### config.mk
export PLATFORM = sky130hd
export DESIGN_NAME = id_ex_stage
export DESIGN_NICKNAME = d
export VERILOG_FILES = /design/src/rtl/id_ex_stage.sv
export SDC_FILE = /design/constraint.sdc
export NUM_CORES = 1
export LEC_CHECK = 0
export BUFFER_PORTS_ARGS = -buffer_cell sky130_fd_sc_hd__buf_2
export CAP_MARGIN = 20
export CORE_ASPECT_RATIO = 1.5
export CORE_MARGIN = 4
export CORE_UTILIZATION = 44
export DETAILED_ROUTE_END_ITERATION = 7
export MAX_ROUTING_LAYER = met4
export PLACE_DENSITY = 0.86
export RECOVER_POWER = 25
export SYNTH_ARGS = -nofsm -noshare
export SYNTH_HDL_FRONTEND = slang
export SYNTH_SLANG_ARGS = --single-unit
### constraint.sdc
create_clock -name clk -period 6 [get_ports clk]
set_input_delay 0.3 -clock clk [delete_from_list [all_inputs] [get_ports clk]]
set_output_delay 0.3 -clock clk [all_outputs]
set_load 0.01 [all_outputs]
### src/rtl/id_ex_stage.sv
// ID/EX pipeline register with operand forwarding and load-use hazard detection.
// Presents ALU operands, opcode, shift amount and gated control to the EX stage.
module id_ex_stage #(
    parameter int DATA_W = 32,
    parameter int REG_AW = 5
) (
    input  logic              clk,
    input  logic              rst_n,
    input  logic              id_valid,
    input  logic [DATA_W-1:0] id_rs_data,
    input  logic [DATA_W-1:0] id_rt_data,
    input  logic [DATA_W-1:0] id_imm,
    input  logic [4:0]        id_shamt,
    input  logic [3:0]        id_alu_ctrl,
    input  logic [REG_AW-1:0] id_rs,
    input  logic [REG_AW-1:0] id_rt,
    input  logic [REG_AW-1:0] id_rd,
    input  logic              id_alu_src,
    input  logic              id_reg_dst,
    input  logic              id_reg_write,
    input  logic              id_mem_read,
    input  logic              id_mem_write,
    input  logic              id_mem_to_reg,
    input  logic              id_branch,
    input  logic              stall_in,
    input  logic              flush,
    input  logic              exmem_reg_write,
    input  logic [REG_AW-1:0] exmem_rd,
    input  logic [DATA_W-1:0] exmem_result,
    input  logic              memwb_reg_write,
    input  logic [REG_AW-1:0] memwb_rd,
    input  logic [DATA_W-1:0] memwb_result,
    output logic              hazard_stall,
    output logic              ex_valid,
    output logic [DATA_W-1:0] ex_inputA,
    output logic [DATA_W-1:0] ex_inputB,
    output logic [DATA_W-1:0] ex_store_data,
    output logic [3:0]        ex_alu_ctrl,
    output logic [4:0]        ex_shamt,
    output logic [REG_AW-1:0] ex_dest,
    output logic              ex_reg_write,
    output logic              ex_mem_read,
    output logic              ex_mem_write,
    output logic              ex_mem_to_reg,
    output logic              ex_branch
);

    typedef struct packed {
        logic              valid;
        logic [DATA_W-1:0] rs_data;
        logic [DATA_W-1:0] rt_data;
        logic [DATA_W-1:0] imm;
        logic [4:0]        shamt;
        logic [3:0]        alu_ctrl;
        logic [REG_AW-1:0] rs;
        logic [REG_AW-1:0] rt;
        logic [REG_AW-1:0] dest;
        logic              alu_src;
        logic              reg_write;
        logic              mem_read;
        logic              mem_write;
        logic              mem_to_reg;
        logic              branch;
    } ex_reg_t;

    ex_reg_t ex_d, ex_q;

    logic fwd_exmem_rs, fwd_memwb_rs, fwd_exmem_rt, fwd_memwb_rt;
    logic [DATA_W-1:0] fwd_rs, fwd_rt;

    // A load in EX whose destination is read by the instruction in ID.
    assign hazard_stall = ex_q.valid && ex_q.mem_read && (ex_q.dest != '0) && id_valid
                          && ((ex_q.dest == id_rs) || (ex_q.dest == id_rt));

    always_comb begin
        // NOTE: ex_d starts as a copy of ex_q so every path assigns it and no latch is inferred.
        ex_d = ex_q;
        if (flush || (!stall_in && hazard_stall)) begin
            ex_d = '0;
        end else if (!stall_in) begin
            ex_d.valid      = id_valid;
            ex_d.rs_data    = id_rs_data;
            ex_d.rt_data    = id_rt_data;
            ex_d.imm        = id_imm;
            ex_d.shamt      = id_shamt;
            ex_d.alu_ctrl   = id_alu_ctrl;
            ex_d.rs         = id_rs;
            ex_d.rt         = id_rt;
            ex_d.dest       = id_reg_dst ? id_rd : id_rt;
            ex_d.alu_src    = id_alu_src;
            ex_d.reg_write  = id_reg_write;
            ex_d.mem_read   = id_mem_read;
            ex_d.mem_write  = id_mem_write;
            ex_d.mem_to_reg = id_mem_to_reg;
            ex_d.branch     = id_branch;
        end
    end

    // NOTE: non-blocking assignment so the whole register updates atomically at the edge.
    always_ff @(posedge clk) begin
        if (!rst_n) ex_q <= '0;
        else        ex_q <= ex_d;
    end

    // EX/MEM is the younger result, so it wins over MEM/WB; register 0 is never forwarded.
    assign fwd_exmem_rs = exmem_reg_write && (exmem_rd != '0) && (exmem_rd == ex_q.rs);
    assign fwd_memwb_rs = memwb_reg_write && (memwb_rd != '0) && (memwb_rd == ex_q.rs);
    assign fwd_exmem_rt = exmem_reg_write && (exmem_rd != '0) && (exmem_rd == ex_q.rt);
    assign fwd_memwb_rt = memwb_reg_write && (memwb_rd != '0) && (memwb_rd == ex_q.rt);

    assign fwd_rs = fwd_exmem_rs ? exmem_result : (fwd_memwb_rs ? memwb_result : ex_q.rs_data);
    assign fwd_rt = fwd_exmem_rt ? exmem_result : (fwd_memwb_rt ? memwb_result : ex_q.rt_data);

    assign ex_valid      = ex_q.valid;
    assign ex_inputA     = fwd_rs;
    assign ex_inputB     = ex_q.alu_src ? ex_q.imm : fwd_rt;
    assign ex_store_data = fwd_rt;
    assign ex_alu_ctrl   = ex_q.alu_ctrl;
    assign ex_shamt      = ex_q.shamt;
    assign ex_dest       = ex_q.dest;
    assign ex_reg_write  = ex_q.valid & ex_q.reg_write;
    assign ex_mem_read   = ex_q.valid & ex_q.mem_read;
    assign ex_mem_write  = ex_q.valid & ex_q.mem_write;
    assign ex_mem_to_reg = ex_q.valid & ex_q.mem_to_reg;
    assign ex_branch     = ex_q.valid & ex_q.branch;

endmodule

Word level (Yosys, flattened, before mapping). Cells that the tools add are included.

Register bits after elaboration: 127. Bits of input ports: 208. Output and inout bits: 117.

Equal/unequal tests: 6. Muxes and demuxes: 6. Bitwise logic cells: 6. Reduce and logical (&&, ||, !) cells: 18.

Operator list (count): 2-to-1 mux 32 bit (5); equality test 5 bit (6); nonzero test 5 bit (3); logical AND 1 bit (11); bitwise AND 1 bit (5); 2-to-1 mux 5 bit (1); logical OR 1 bit (2); OR reduction 2 bit (1); logical NOT 1 bit (1); inverter 1 bit (1).

Depth between registers and ports, before layout. Gate-level depths: netlist of run 1.

Depth after elaboration: 7. Depth in mapped cells: 7. Gate-level depth less buffers: 5.

Worst setup path after synthesis of run 1. OpenSTA, ideal clock, no wires.

Path type: input-to-output. Start point: in exmem_rd[1]. End point: out ex_inputB[0]. Arrival: 2.108 ns. Data required time: 5.700 ns. Path slack: 3.592 ns. Stages on the path: 7. Cells stage by stage: or4_1 > o211ai_1 > or2_2 > clkbuf_1 > buf_2 > a31oi_1 > mux2_2.

Word-level cells in the longest chain between the ends: 5. Elaborated cells between the ends (all ways): 6. Those cells by class: eq/ne: 1; mux: 2; reduce/logical: 3.

Ends and longest elaborated chain: from (decl) (line 28) `input logic [REG_AW-1:0] exmem_rd,`; nonzero test 5 bit (line 108) `assign fwd_exmem_rt = exmem_reg_write && (exmem_rd != '0) && (exmem_rd == ex_q.rt);`; logical AND 1 bit (line 108); logical AND 1 bit * (line 108); 2-to-1 mux 32 bit * (line 112) `assign fwd_rt = fwd_exmem_rt ? exmem_result : (fwd_memwb_rt ? memwb_result : ex_q.rt_data);`; net ex_store_data[0] (line 37) `output logic [DATA_W-1:0] ex_store_data,`; 2-to-1 mux 32 bit * (line 116) `assign ex_inputB = ex_q.alu_src ? ex_q.imm : fwd_rt;`; to (decl) (line 36) `output logic [DATA_W-1:0] ex_inputB,`.

Mark *: on every way through the listed nets, which the timed path passes. The rest lies on a longest branch.

Final worst setup path of run 1.
Start point: reg ex_q, in the netlist ex_dest[0]. End point: reg ex_q[121] (netlist bit).

Word-level cells in the longest chain between the ends: 7. Elaborated cells between the ends (all ways): 10. Those cells by class: eq/ne: 2; reduce/logical: 8.

Ends and longest elaborated chain: from (decl) (line 66) `ex_reg_t ex_d, ex_q;`; from (signal assigned) (line 101) `if (!rst_n) ex_q <= '0;`; from (signal assigned) (line 102) `else ex_q <= ex_d;`; nonzero test 5 bit (line 72) `assign hazard_stall = ex_q.valid && ex_q.mem_read && (ex_q.dest != '0) && id_valid`; logical AND 1 bit (2 in a row) (line 72); logical AND 1 bit * (line 73) `&& ((ex_q.dest == id_rs) || (ex_q.dest == id_rt));`; logical AND 1 bit * (line 78) `if (flush || (!stall_in && hazard_stall)) begin`; logical OR 1 bit * (line 78); OR reduction 2 bit (no source line) *.

Every way passes the cells marked *; elsewhere a longest branch is shown, timed or not. A chain may end at the register's enable or synchronous reset.

==> results of run 1 <==
## layer usage
metal	global-route usage [%]	vias to the layer above	part of all wire [%]
li1	-	3074	-
met1	31.7	3110	38
met2	45.1	382	50
met3	7.64	64	8.6
met4	13.4	0	3.6
met5	-	-	0
## metrics by stage
stage | util [%] | area, µm² | instances
5_1_grt | 60.5 | 8510 | 1167
4_1_cts | 60.7 | 8530 | 1164
3_3_place_gp | 56.4 | 7930 | 1133
3_5_place_dp | 56.4 | 7930 | 1133
6_report | 60.5 | 8510 | 1167
2_1_floorplan | - | 6330 | 685
## layout make-up
type / count / area (µm²) / area share [%]
multi-input combinational: 447 / 3310 / 38.9
sequential: 127 / 2540 / 29.9
timing repair buffer: 334 / 1680 / 19.8
clock buffer: 20 / 457 / 5.37
tap: 192 / 240 / 2.82
clock inverter: 11 / 140 / 1.65
inverter: 34 / 128 / 1.50
antenna: 2 / 5.00 / 0.0588
## layout by cell type, fill, tap and decap left out, types with 3 or more instances in the layout
cell type	synthesis	layout
clkbuf_1	53	21
or3_1	32	32
nand2_1	3	3
nand3_1	3	3
and2_1	6	4
buf_2	7	305
nand4_1	3	3
xor2_1	3	3
clkbuf_16	0	17
o21ai_0	33	33
nor3_1	33	33
a22o_1	127	127
clkinv_2	0	5
nor2_1	33	33
a21oi_1	32	32
xnor2_1	27	27
mux2i_1	32	32
a31oi_1	32	32
mux2_2	37	37
dfxtp_1	127	126
bufinv_16	0	3
buf_4	14	8
inv_1	34	34
## worst paths after layout
check,start,to,slack [ns],cells past startpoint
min,id_rs_data[22],ex_q[116],0.1,2
max reg2reg,ex_dest[0],ex_q[121],1.84,5
min reg2reg,ex_q[38],ex_q[38],0.47,1
max,ex_dest[0],ex_q[121],1.84,5
## state kept, by name (all words and copies together) (netlist names)
| signal | count |
|---|---|
| ex_alu_ctrl | 4 |
| ex_dest | 5 |
| ex_q | 112 |
| ex_shamt | 5 |
| ex_valid | 1 |
## worst max-delay path, cell delays in order, from the launching register on
cell       delay, ns
dfxtp_1         0.37
or4_1           0.57
o211a_1         0.24
a2111oi_0       0.67
clkbuf_1        1.85
a22o_1          0.38
## report_power, final
part | internal, µW | switching, µW
clock network | 670 | 383
registers | 872 | 22.0
logic | 140 | 158
total | 1680 | 563
## kinds of logic (layout without fill, tap and decap cells)
| logic type | after synthesis | count (layout) | share of synthesized area (%) |
|---|---|---|---|
| AO/OA/AOI/OAI | 230 | 230 | 26.9 |
| XOR/XNOR | 30 | 30 | 4.15 |
| buffers and inverters | 111 | 399 | 7.55 |
| flip-flops | 127 | 127 | 40.1 |
| multiplexers | 69 | 69 | 11.6 |
| other | 0 | 2 | 0 |
| AND/OR/NAND/NOR | 118 | 118 | 9.60 |
==> summary.md, run 1 <==
| Metric | Value |
|---|---|
| Mean Syn Cell Area | `9.25 µm²` |
| Clock Skews | `0.00872 ns` |
| Vias in the first global route | `6446` |
| RePlAce Congestion | `0.947` |
| Worst Hold Class | `in -> reg` |
| Post-synth top area cell | `dfxtp_1` |
| Worst hold margin | `0.0951 ns` |
| Flops & latches, synth | `127` |
| Max Slew Vio Count | `55` |
| Post-Place Setup Slack | `3.15 ns` |
| DRT Pass-1 Iters | `5` |
| Critical path fanouts, max | `54` |
| I/O Pins | `325` |
| Post_cts resized | `0` |
| Critical path endpoint category | `flip-flop` |
| Syn. warnings | `0` |
| CTS sink count | `127` |
| Setup CP Type | `reg -> reg` |
| Main synth FF type | `dfxtp_1` |
| Port bufs | `324` |
| DP HPWL | `15900 µm` |
| First-pass GRT wire length | `34900 µm` |
| Power density of the placed cells | `264 nW/µm²` |
| Critical path launch point type | `flip-flop` |
| Netlist cell types | `30` |
| DRC viols | `0` |
| Clock Path Buffers | `2` |
| 1st-iter DRT viols | `530` |
| Die area | `16400 µm²` |
| Synth top area cells | `dfxtp_1, a22o_1, mux2_2, mux2i_1, xnor2_1` |
| Initial Utilization | `45.1%` |
| Antenna violations before repair | `2` |
| Share of the synthesized area in the top cell type | `40.1%` |
| Min setup slack post-route | `1.84 ns` |
| Setup TNS | `0 ns` |
| Seq/Total Area, Yosys | `40.1%` |
| Worst-Margin Slew | `2.53 ns` |
| Crit path DAT | `4.51 ns` |
| Leak pwr | `0.00394 µW` |
| Total CTS buffers | `17` |
| Via count | `6630` |
| Die width | `106 µm` |
| Number of synthesized flops with an enable pin | `0` |
| ANT nets after route | `0` |
| Violated checks | `capacitance limit, slew limit` |
| Fin. Hold Viols | `0` |
| Synth Cell Area | `6330 µm²` |
| Grt total ovfl | `0` |
| Syn_nets | `893` |
| # rows | `53` |
| # setup viols final | `0` |
| Post-CTS Hold Buffers | `0` |
| GRT Total Usage | `27.8%` |
| H-Tree Level Count | `4` |
| Setup bufs post-CTS | `0` |
| Crit path time final | `4.16 ns` |
| Layout cells sized above 1 | `39.7%` |
| Top cells by count, synth | `a22o_1, dfxtp_1, clkbuf_1` |
| Vias per inst | `5.68` |
| NumNets Final | `1169` |
| Synthesized instance count | `685` |
| Status | `finished with violations` |
| Data required, critical path | `6.35 ns` |
| Die height | `155 µm` |
| Clock latency on the worst-skew pair | `0.41 ns` |
| Wirelength, routed | `22900 µm` |
| Clock Pin Slew Worst Setup and Hold Paths | `0.06 ns` |
| Ys async rst share | `0%` |
| Core area | `14100 µm²` |
| VDD IR max | `0.174 mV` |
| Final period utilization | `69.4%` |
| Maximum Capacitance Violations | `1` |
| Avg WL per Cell | `19.6 µm` |
| Clock root cell | `clkbuf_16` |
| Max Clock Freq | `0.240 GHz` |
| Slew headroom | `-68.7%` |
| CTS tree | `yes` |
| Fill cell count | `1246` |
| Area Growth Syn to Fin | `34.3%` |
| RSZ-0062 raised after global routing | `no` |
| Largest net degree at the start of global routing | `74` |
| Power Total | `2250 µW` |
No activity file was read; power rests on OpenSTA's default activity.
==> inputs of run 2 (changes only) <==
- clock period: 6 -> 4.2 ns (I/O delays scaled with it)
==> run 2 against run 1 <==
The flow now finishes without violations. Worst setup slack lost 0.79 ns. Fmax is 32% higher. Via count is 0.59% lower. Sequential share of layout area hardly changed. Power grew 37%. Combinational power is 44% higher. Largest power group unchanged.
==> summary.md, run 2 (same netlist as run 1, synthesis figures left out) <==
| Metric | Value |
|---|---|
| Final std cells w/o fill | `1172` |
| 1st-iter DRT viols | `486` |
| Worst hold path cell count | `2` |
| Max Slew Vio Count | `0` |
| # rows | `53` |
| Critical path launch point type | `flip-flop` |
| Port bufs | `324` |
| Final period utilization | `74.9%` |
| DR top layer | `met4` |
| Vias per inst | `5.62` |
| Vias in the first global route | `6534` |
| I/O Pins | `325` |
| Avg WL per Cell | `19.5 µm` |
| Top reg by flops | `ex_q` |
| Maximum Capacitance Violations | `0` |
| R2R cell count | `5` |
| Power density of the placed cells | `362 nW/µm²` |
| Internal power | `2280 µW` |
| Worst-Margin Slew | `1.28 ns` |
| Routed length on met1 | `8870 µm` |
| Number of flip-flops under the largest register name | `112` |
| Clock Pin Slew Worst Setup and Hold Paths | `0.06 ns` |
| VDD IR max | `0.188 mV` |
| RePlAce Congestion | `0.947` |
| Slew headroom | `14.9%` |
| Fin. Hold Viols | `0` |
| DRT Pass-1 Iters | `4` |
| DRC viols | `0` |
| Clock latency on the worst-skew pair | `0.40 ns` |
| Die height | `155 µm` |
| Max Clock Freq | `0.318 GHz` |
| # setup viols final | `0` |
| CTS sink count | `127` |
| Die area | `16400 µm²` |
| First-pass GRT wire length | `34900 µm` |
| GRT Total Usage | `27.2%` |
| Sequential Power Share | `41.5%` |
| RSZ-0062 raised after global routing | `no` |
| Core area | `14100 µm²` |
| Launch point of the worst path | `ex_dest[0]` |
| Leak pwr | `0.00393 µW` |
| Setup TNS | `0 ns` |
| Die width | `106 µm` |
| Logic pwr share | `13.9%` |
| Largest net degree at the start of global routing | `71` |
| Wirelength, routed | `22800 µm` |
| Clock Path Buffers | `2` |
| Crit path time final | `3.15 ns` |
| Initial Utilization | `45.1%` |
| Grt total ovfl | `0` |
| Setup CP Type | `reg -> reg` |
| Critical path endpoint category | `flip-flop` |
| P_sw | `801 µW` |
| Status | `finished, final reports clean` |
| Post_cts resized | `0` |
| Worst Hold Class | `in -> reg` |
| Dpl cells | `1135` |
| Total CTS buffers | `17` |
| Clock root cell | `clkbuf_16` |
| Reg2reg start | `ex_dest[0]` |
| Most common cell after layout, fill and taps aside | `buf_2` |
| Hold Startpoint | `id_shamt[0]` |
| H-Tree Level Count | `4` |
| Layout cells sized above 1 | `39.6%` |
| Data required, critical path | `4.53 ns` |
| Area Growth Syn to Fin | `34.3%` |
| Sw Ratio | `26.0%` |
| Critical path fanouts, max | `58` |
| Antenna violations before repair | `3` |
| ANT nets after route | `0` |
| NumNets Final | `1172` |
| Met2 WL | `11400 µm` |
| CTS tree | `yes` |
| DP HPWL | `16100 µm` |
| Commonest non-fill, non-tap cells in the layout | `buf_2, a22o_1, dfxtp_1` |
| Setup bufs post-CTS | `0` |
| Crit path DAT | `3.48 ns` |
| Via count | `6591` |
| Clock Power Share | `44.6%` |
| Clock Skews | `0.0107 ns` |
| Met3 routed WL | `1760 µm` |
==> run 2: power by group through the flow <==
stage	Clock (µW)	Sequential [µW]	Combinational, µW
floorplan	0	1290	220
global placement	0	1300	418
detailed placement	0	1300	424
CTS	1390	1280	427
global route	1450	1280	463
finish	1370	1280	429
==> run 2: critical path, stage by stage, from the launching register on <==
cell and delay (ns):
dfxtp_1 0.36, or4_1 0.57, o211a_1 0.23, a2111oi_0 0.55, clkbuf_2 1.03, a22o_1 0.30
==> run 2: worst paths after layout <==
path	to	slack, ns
max	ex_q[4]	1.05
min	ex_shamt[0]	0.02
max reg2reg	ex_q[4]	1.05
min reg2reg	ex_q[77]	0.46
==> run 2: layout make-up <==
cell class	instances	area, µm²
Antenna cell	3	7.51
Clock buffer	22	454
Clock inverter	10	90.1
Fill cell	1245	5550
Inverter	34	128
Multi-Input combinational cell	447	3310
Sequential cell	127	2540
Tap cell	192	240
Timing Repair Buffer	337	1730
==> run 2: through the flow <==
step	util (%)	cell area (µm²)	hold WS (ns)	setup slack, ns	power (µW)
2_1_floorplan	-	6330	0.343	1.95	1510
3_3_place_gp	56.6	7960	0.424	1.52	1720
3_5_place_dp	56.6	7960	0.429	1.51	1730
4_1_cts	60.6	8510	0.000145	1.11	3100
5_1_grt	60.5	8500	0.00474	0.882	3200
6_report	60.5	8500	0.0159	1.05	3080
==> run 2: metal layers <==
layer,track usage (%),vias to the layer above
li1,-,3092
met1,32.6,3079
met2,44.1,358
met3,5.15,62
met4,12.8,0
met5,-,-
==> run 2: what timing repair did <==
action	4_1_cts	5_1_grt
hold endpoints to repair	1	0
endpoints found under the setup margin	0	0
hold buffers	1	0
